### config.mk
export PLATFORM = sky130hd
export DESIGN_NAME = core_sequencer
export DESIGN_NICKNAME = d
export VERILOG_FILES = /design/src/rtl/core_seq_pkg.sv /design/src/rtl/core_sequencer_sat_counter.sv /design/src/rtl/core_sequencer.sv
export SDC_FILE = /design/constraint.sdc
export NUM_CORES = 1
export LEC_CHECK = 0
export BUFFER_PORTS_ARGS = -buffer_cell sky130_fd_sc_hd__buf_2
export CAP_MARGIN = 20
export CORE_MARGIN = 8
export CORE_UTILIZATION = 40
export CTS_BUF_LIST = sky130_fd_sc_hd__clkbuf_4 sky130_fd_sc_hd__clkbuf_8
export CTS_CLUSTER_DIAMETER = 40
export DETAILED_ROUTE_END_ITERATION = 8
export GPL_ROUTABILITY_DRIVEN = 0
export HOLD_SLACK_MARGIN = 0.03
export PLACE_DENSITY = 0.75
export SLEW_MARGIN = 20
export SYNTH_ARGS = -nofsm -noshare
export SYNTH_HDL_FRONTEND = slang
export SYNTH_SLANG_ARGS = --single-unit
### constraint.sdc
create_clock -name clk -period 5.2 [get_ports clk]
set_clock_uncertainty 0.15 [all_clocks]
set_input_delay 1.04 -clock clk [delete_from_list [all_inputs] [get_ports clk]]
set_output_delay 1.04 -clock clk [all_outputs]
set_load 0.005 [all_outputs]
### src/rtl/core_seq_pkg.sv
// ============================================================================
// Module      : core_seq_pkg
// Description : Shared types and defaults for the core run sequencer.
//               Provides the 2-bit sequencer state enum and the default
//               terminating PC value and clear-phase length.
// Ports       : none (package)
// Revision    : 1.0 - initial release
// ============================================================================
`default_nettype none

package core_seq_pkg;

  typedef enum logic [1:0] {
    ST_IDLE = 2'd0,
    ST_CLR  = 2'd1,
    ST_RUN  = 2'd2,
    ST_DONE = 2'd3
  } seq_state_t;

  localparam int DEF_END_ADDR = 128;
  localparam int DEF_CLR_CYC  = 2;

endpackage : core_seq_pkg

`default_nettype wire

### src/rtl/core_sequencer_sat_counter.sv
// ============================================================================
// Module      : sat_counter
// Description : W-bit up counter that sticks at all-ones instead of wrapping.
//               Synchronous clear has priority over increment.
// Ports       : clk    in  1  clock
//               rst_n  in  1  asynchronous active-low reset (q -> 0)
//               clr    in  1  synchronous clear
//               inc    in  1  increment request (ignored at all-ones)
//               q      out W  count value
//               at_max out 1  count is all-ones
// Revision    : 1.0 - initial release
// ============================================================================
`default_nettype none

module sat_counter #(
  parameter int W = 16
) (
  input  logic         clk,
  input  logic         rst_n,
  input  logic         clr,
  input  logic         inc,
  output logic [W-1:0] q,
  output logic         at_max
);

  logic [W-1:0] q_q;

  assign q      = q_q;
  assign at_max = &q_q;

  always_ff @(posedge clk or negedge rst_n) begin
    if (!rst_n) begin
      q_q <= '0;
    end else if (clr) begin
      q_q <= '0;
    end else if (inc && !at_max) begin
      q_q <= q_q + 1'b1;
    end
  end

endmodule : sat_counter

`default_nettype wire

### src/rtl/core_sequencer.sv
// ============================================================================
// Module      : core_sequencer
// Description : Run controller for the single-cycle core. A high req level
//               holds the core in reset for CLR_CYC cycles, then enables it
//               until the PC reaches END_ADDR or a halt is decoded; done is
//               then held until req drops. cycle_cnt reports the number of
//               enabled RUN cycles (saturating).
//               Optional feature macro: CORE_SEQ_WDOG_EN enables a watchdog
//               that ends a run after MAX_CYC counted cycles with timeout=1.
// Ports       : clk       in  1   core clock
//               reset     in  1   asynchronous active-low reset
//               req       in  1   run request level (0 = idle/abort)
//               prog_ctr  in  D   current PC
//               halt      in  1   decoded halt, meaningful in RUN
//               core_rst  out 1   synchronous reset to PC/regs/flags
//               core_en   out 1   advance/write enable (combinational)
//               busy      out 1   clearing or running
//               done      out 1   run finished, held until req drops
//               timeout   out 1   run ended by watchdog
//               cycle_cnt out CW  enabled RUN cycles of current/last run
// Revision    : 1.0 - initial release
// ============================================================================
`default_nettype none

module core_sequencer
  import core_seq_pkg::*;
#(
  parameter int D        = 12,
  parameter int END_ADDR = DEF_END_ADDR,
  parameter int CLR_CYC  = DEF_CLR_CYC,
  parameter int CW       = 16,
  parameter int MAX_CYC  = 4095
) (
  input  logic          clk,
  input  logic          reset,
  input  logic          req,
  input  logic [D-1:0]  prog_ctr,
  input  logic          halt,
  output logic          core_rst,
  output logic          core_en,
  output logic          busy,
  output logic          done,
  output logic          timeout,
  output logic [CW-1:0] cycle_cnt
);

  // clr_cnt only ever holds CLR_CYC-1 down to 0.
  localparam int               CLRW     = (CLR_CYC > 1) ? $clog2(CLR_CYC) : 1;
  localparam logic [CLRW-1:0]  CLR_LOAD = CLRW'(CLR_CYC - 1);

`ifdef CORE_SEQ_WDOG_EN
  localparam bit WDOG_EN = 1'b1;
`else
  localparam bit WDOG_EN = 1'b0;
`endif

  seq_state_t      state_q, state_d;
  logic [CLRW-1:0] clr_cnt_q, clr_cnt_d;
  logic            core_rst_q, busy_q, done_q;
  logic            stop;
  logic            wdog_hit;
  logic            cnt_clr, cnt_inc, cnt_at_max;

  always_comb begin
    state_d   = state_q;
    clr_cnt_d = clr_cnt_q;
    cnt_clr   = 1'b0;
    cnt_inc   = 1'b0;
    stop      = (prog_ctr == D'(END_ADDR)) | halt;
    wdog_hit  = WDOG_EN && (cycle_cnt == CW'(MAX_CYC));
    // PC must freeze on the stop address, so enable drops in the stop cycle.
    core_en   = (state_q == ST_RUN) & ~stop;

    unique case (state_q)
      ST_IDLE: begin
        if (req) begin
          state_d   = ST_CLR;
          clr_cnt_d = CLR_LOAD;
          cnt_clr   = 1'b1;
        end
      end
      ST_CLR: begin
        if (!req) begin
          state_d = ST_IDLE;
        end else if (clr_cnt_q == '0) begin
          state_d = ST_RUN;
        end else begin
          clr_cnt_d = clr_cnt_q - 1'b1;
        end
      end
      ST_RUN: begin
        // Abort has priority over a simultaneous stop.
        if (!req) begin
          state_d = ST_IDLE;
        end else if (stop || wdog_hit) begin
          state_d = ST_DONE;
        end else begin
          cnt_inc = ~cnt_at_max;
        end
      end
      ST_DONE: begin
        if (!req) begin
          state_d = ST_IDLE;
        end
      end
      default: state_d = ST_IDLE;
    endcase
  end

  always_ff @(posedge clk or negedge reset) begin
    if (!reset) begin
      state_q    <= ST_IDLE;
      clr_cnt_q  <= '0;
      core_rst_q <= 1'b1;
      busy_q     <= 1'b0;
      done_q     <= 1'b0;
    end else begin
      state_q    <= state_d;
      clr_cnt_q  <= clr_cnt_d;
      core_rst_q <= (state_d == ST_IDLE) || (state_d == ST_CLR);
      busy_q     <= (state_d == ST_CLR)  || (state_d == ST_RUN);
      done_q     <= (state_d == ST_DONE);
    end
  end

  assign core_rst = core_rst_q;
  assign busy     = busy_q;
  assign done     = done_q;

`ifdef CORE_SEQ_WDOG_EN
  logic timeout_q;

  always_ff @(posedge clk or negedge reset) begin
    if (!reset) begin
      timeout_q <= 1'b0;
    end else if (cnt_clr) begin
      timeout_q <= 1'b0;
    end else if ((state_q == ST_RUN) && req && !stop && wdog_hit) begin
      timeout_q <= 1'b1;
    end
  end

  assign timeout = timeout_q;
`else
  assign timeout = 1'b0;
`endif

  sat_counter #(
    .W (CW)
  ) u_cycle_cnt (
    .clk    (clk),
    .rst_n  (reset),
    .clr    (cnt_clr),
    .inc    (cnt_inc),
    .q      (cycle_cnt),
    .at_max (cnt_at_max)
  );

endmodule : core_sequencer

`default_nettype wire
==> report_table.html <==
<table>
<tr><th>Metric</th><th>Value</th></tr>
<tr><th colspan="2">Yosys</th></tr>
<tr><td>Synthesis warning total</td><td>0</td></tr>
<tr><td>Fraction of the yosys area taken by sequential cells</td><td>43.1%</td></tr>
<tr><td>Unique masters post-synth</td><td>41</td></tr>
<tr><td>Synthesized instance count</td><td>128</td></tr>
<tr><td>Number of flip-flops and latches in the synthesized netlist</td><td>22</td></tr>
<tr><td>Cell area after synthesis</td><td>0.00128 mm²</td></tr>
<tr><td>Number of enable-type register cells in the synthesized netlist</td><td>0</td></tr>
<tr><td>Prevailing post-synth register cell</td><td>sky130_fd_sc_hd__dfrtp_1</td></tr>
<tr><td>Mean instance size in the synthesized netlist</td><td>10.0 µm²</td></tr>
<tr><td>Net count of the mapped netlist</td><td>146</td></tr>
<tr><td>Async set or reset register ratio after synthesis</td><td>100%</td></tr>
<tr><th colspan="2">Critical path</th></tr>
<tr><td>Cell with the largest stage delay on the worst path</td><td>sky130_fd_sc_hd__or4_4</td></tr>
<tr><td>Largest fanout of any net on the critical path</td><td>24</td></tr>
<tr><td>R2R Setup Slk</td><td>2690 ps</td></tr>
<tr><td>Data required time of the worst path</td><td>4010 ps</td></tr>
<tr><td>Setup crit end kind</td><td>primary output</td></tr>
<tr><td>Cells along the critical path</td><td>buf_2 &gt; or4_4 &gt; o31ai_4 &gt; buf_4 &gt; inv_2 &gt; buf_2</td></tr>
<tr><td>Critical Path Start Type</td><td>input pin</td></tr>
<tr><td>Endpoint arrival time on the critical path</td><td>2440 ps</td></tr>
<tr><td>Critical Path Most Common Cell</td><td>sky130_fd_sc_hd__buf_2</td></tr>
<tr><td>Kind of critical path</td><td>in -&gt; out</td></tr>
<tr><td>Max incr delay on CP</td><td>550 ps</td></tr>
<tr><th colspan="2">Clocking</th></tr>
<tr><td>Clk Tree Root Cell</td><td>sky130_fd_sc_hd__clkbuf_4</td></tr>
<tr><td>Clock latency reported for the late side of the worst-skew pair</td><td>310 ps</td></tr>
<tr><td>Number of H-tree levels</td><td>1</td></tr>
<tr><td>Maximum number of buffers from clock root to sink</td><td>2</td></tr>
<tr><td>Cells resized by post-CTS repair</td><td>0</td></tr>
<tr><td>Num CTS Buffers</td><td>3</td></tr>
<tr><td>Sinks on the clock net</td><td>22</td></tr>
<tr><td>Post-CTS Hold Buffers</td><td>0</td></tr>
<tr><td>Post CTS Setup Buffer Count</td><td>0</td></tr>
<tr><td>Clock slew at reported path FFs</td><td>120 ps</td></tr>
<tr><td>Clock tree from TritonCTS</td><td>done</td></tr>
<tr><th colspan="2">STA</th></tr>
<tr><td>Total setup violations reported at the end of the flow</td><td>0</td></tr>
<tr><td>Final period utilization</td><td>69.9%</td></tr>
<tr><td>Timing-limited maximum frequency</td><td>0.275 GHz</td></tr>
<tr><td>Minimum clock period after layout</td><td>3630 ps</td></tr>
<tr><td>Number of pins with negative max-slew slack in the final report</td><td>0</td></tr>
<tr><td>Least setup slack across all paths after layout</td><td>1570 ps</td></tr>
<tr><td>Worst-Margin Slew</td><td>859 ps</td></tr>
<tr><td>TNS Setup</td><td>0 ps</td></tr>
<tr><td>Setup repair after global routing missed its margin</td><td>false</td></tr>
<tr><td>Number of hold violations in the final report</td><td>0</td></tr>
<tr><td>Worst-case headroom to the max-slew limit</td><td>42.1%</td></tr>
<tr><th colspan="2">Place</th></tr>
<tr><td>Setup slack after placement</td><td>1560 ps</td></tr>
<tr><td>Detailed placer's ending HPWL</td><td>2410 µm</td></tr>
<tr><td>Port-buffer cells</td><td>35</td></tr>
<tr><th colspan="2">Floorplan</th></tr>
<tr><td>Ports</td><td>37</td></tr>
<tr><td>Overall die width</td><td>72.6 µm</td></tr>
<tr><td>Initial standard-cell utilization of the core</td><td>42.0%</td></tr>
<tr><td>Area of the core</td><td>0.00305 mm²</td></tr>
<tr><td>Area of the die</td><td>0.00527 mm²</td></tr>
<tr><td>Standard-cell rows</td><td>20</td></tr>
<tr><td>Vert. Die Dim</td><td>72.6 µm</td></tr>
<tr><th colspan="2">Global route</th></tr>
<tr><td>Pin count of the biggest net entering global routing</td><td>25</td></tr>
<tr><td>Total routing resource utilization after global routing</td><td>12.7%</td></tr>
<tr><td>Global route overflow</td><td>0</td></tr>
<tr><td>First-pass GRT wire length</td><td>5400 µm</td></tr>
<tr><td>Number of global-route vias before repair</td><td>1,165</td></tr>
<tr><td>Initial antenna violation count</td><td>0</td></tr>
<tr><th colspan="2">Routing</th></tr>
<tr><td>Detail-routed via count per cell</td><td>5.72</td></tr>
<tr><td>Routed vias</td><td>1,185</td></tr>
<tr><td>Total routed wirelength</td><td>3220 µm</td></tr>
<tr><td>Count of antenna-violating nets left after detailed routing</td><td>0</td></tr>
<tr><td>Remaining DRCs</td><td>0</td></tr>
<tr><td>DRC violation total after the first TritonRoute iteration</td><td>122</td></tr>
<tr><td>Mean routed wirelength per cell</td><td>15.6 µm</td></tr>
<tr><td>Pre-antenna DRT Iters</td><td>4</td></tr>
<tr><th colspan="2">Final layout</th></tr>
<tr><td>Number of inserted filler cells in the final layout</td><td>308</td></tr>
<tr><td>Most frequent cells in the layout</td><td>sky130_fd_sc_hd__buf_2 (35), sky130_fd_sc_hd__dfrtp_1 (21), sky130_fd_sc_hd__o31ai_1 (10), sky130_fd_sc_hd__a21oi_1 (10)</td></tr>
<tr><td>Count of nets after finishing</td><td>182</td></tr>
<tr><td>Number of diodes</td><td>0</td></tr>
<tr><td>Fraction of final layout cells sized beyond drive strength 1</td><td>33.1%</td></tr>
<tr><td>Final standard cell utilization of the core</td><td>49.6%</td></tr>
<tr><td>Layout area overhead</td><td>18.2%</td></tr>
<tr><td>Most common library cell in the layout ignoring fill and taps</td><td>sky130_fd_sc_hd__buf_2</td></tr>
<tr><th colspan="2">Hold path</th></tr>
<tr><td>Hold WC Path Type</td><td>reg -&gt; reg</td></tr>
<tr><th colspan="2">Outcome</th></tr>
<tr><td>Run status</td><td>finished, final reports clean</td></tr>
<tr><th colspan="2">Power and ir drop</th></tr>
<tr><td>Overall power of the completed layout</td><td>0.336 mW</td></tr>
<tr><td>Pwr dens</td><td>222 mW/mm²</td></tr>
<tr><td>P_leak</td><td>0.677 nW</td></tr>
<tr><td>Worst IR Drop VDD</td><td>156 µV</td></tr>
<tr><th colspan="2">Run</th></tr>
<tr><td>Number of maximum-capacitance violations</td><td>0</td></tr>
</table>
## cells in the mapped netlist, types with 2 or more instances
cell type,instances,area (µm²)
sky130_fd_sc_hd__or4_1,9,67.6
sky130_fd_sc_hd__nand3_1,8,40.0
sky130_fd_sc_hd__a211oi_1,2,15.0
sky130_fd_sc_hd__dfrtp_1,21,526
sky130_fd_sc_hd__or3_1,2,12.5
sky130_fd_sc_hd__inv_1,4,15.0
sky130_fd_sc_hd__or2_2,2,12.5
sky130_fd_sc_hd__o31ai_1,10,75.1
sky130_fd_sc_hd__nor3_1,2,10.0
sky130_fd_sc_hd__a21oi_1,10,50.1
sky130_fd_sc_hd__ha_1,2,25.0
sky130_fd_sc_hd__nand2_1,9,33.8
sky130_fd_sc_hd__clkbuf_1,2,7.51
sky130_fd_sc_hd__buf_6,3,33.8
sky130_fd_sc_hd__and3_1,3,18.8
sky130_fd_sc_hd__mux2i_1,4,40.0
sky130_fd_sc_hd__nand4_1,5,31.3
sky130_fd_sc_hd__buf_4,2,15.0
sky130_fd_sc_hd__nor2_1,4,15.0
sky130_fd_sc_hd__nor4_1,3,18.8
## where the power goes
| group | internal (mW) | switching, mW |
|---|---|---|
| clock network | 0.0427 | 0.0535 |
| registers | 0.181 | 0.00724 |
| logic | 0.0206 | 0.0305 |
| total | 0.244 | 0.0912 |
## metrics by stage
| stage | hold WS, ps | area, µm² | std cells |
|---|---|---|---|
| floorplan | 325 | 1280 | 128 |
| global placement | 347 | 1480 | 203 |
| detailed placement | 359 | 1480 | 203 |
| CTS | 391 | 1510 | 207 |
| global route | 440 | 1510 | 207 |
| finish | 391 | 1510 | 207 |
## worst paths after layout
path	endpoint	start	cells after the start
worst max-delay path	core_en	prog_ctr[1]	6
worst min-delay path	clr_cnt_q$_DFFE_PN0P_	clr_cnt_q$_DFFE_PN0P_	2
worst max register to register	u_cycle_cnt.q[13]$_DFFE_PN0P_	u_cycle_cnt.q[0]$_DFFE_PN0P_	6
worst min register to register	clr_cnt_q$_DFFE_PN0P_	clr_cnt_q$_DFFE_PN0P_	2
max in group asynchronous	core_rst$_DFF_PN1_	reset	1
min in group asynchronous	u_cycle_cnt.q[12]$_DFFE_PN0P_	reset	1
## registers in the layout, summed over array words and instances (netlist names)
register and flops:
state_q 2, done 1, core_rst 1, clr_cnt_q 1, busy 1, u_cycle_cnt.q 16
## critical path, delay by kind of cell
family	cells	cell delay, ps
compound gates	1	240
buf+inv	4	620
simple gates	1	550
## per-layer routing
| layer | vias to the layer above | share of wire, % | global-route usage (%) |
|---|---|---|---|
| met5 | - | 0 | 0 |
| met3 | 2 | 5.8 | 3.30 |
| li1 | 576 | - | - |
| met1 | 585 | 43 | 15.3 |
| met4 | 0 | 0.62 | 5.33 |
| met2 | 22 | 51 | 20.6 |
## cell type report
class                      count  area, µm²  share of cell area [%]
multi-input combinational     94        654                    43.2
sequential                    22        552                    36.4
timing repair buffer          38        198                    13.1
tap                           44       55.1                    3.64
clock buffer                   4       36.3                    2.40
inverter                       5       18.8                    1.24
## logic make-up (layout without fill, tap and decap cells)
kind of cell             Yosys count  after routing  synth area share, %
other                              1              1                0.293
buffers and inverters             12             47                 5.86
AO/OA/AOI/OAI                     31             31                 18.1
multiplexers                       4              4                 3.13
AND/OR/NAND/NOR                   56             56                 27.6
adder cells (fa/ha/maj)            2              2                 1.95
flip-flops                        22             22                 43.1
(Power assumes the default switching activity.)
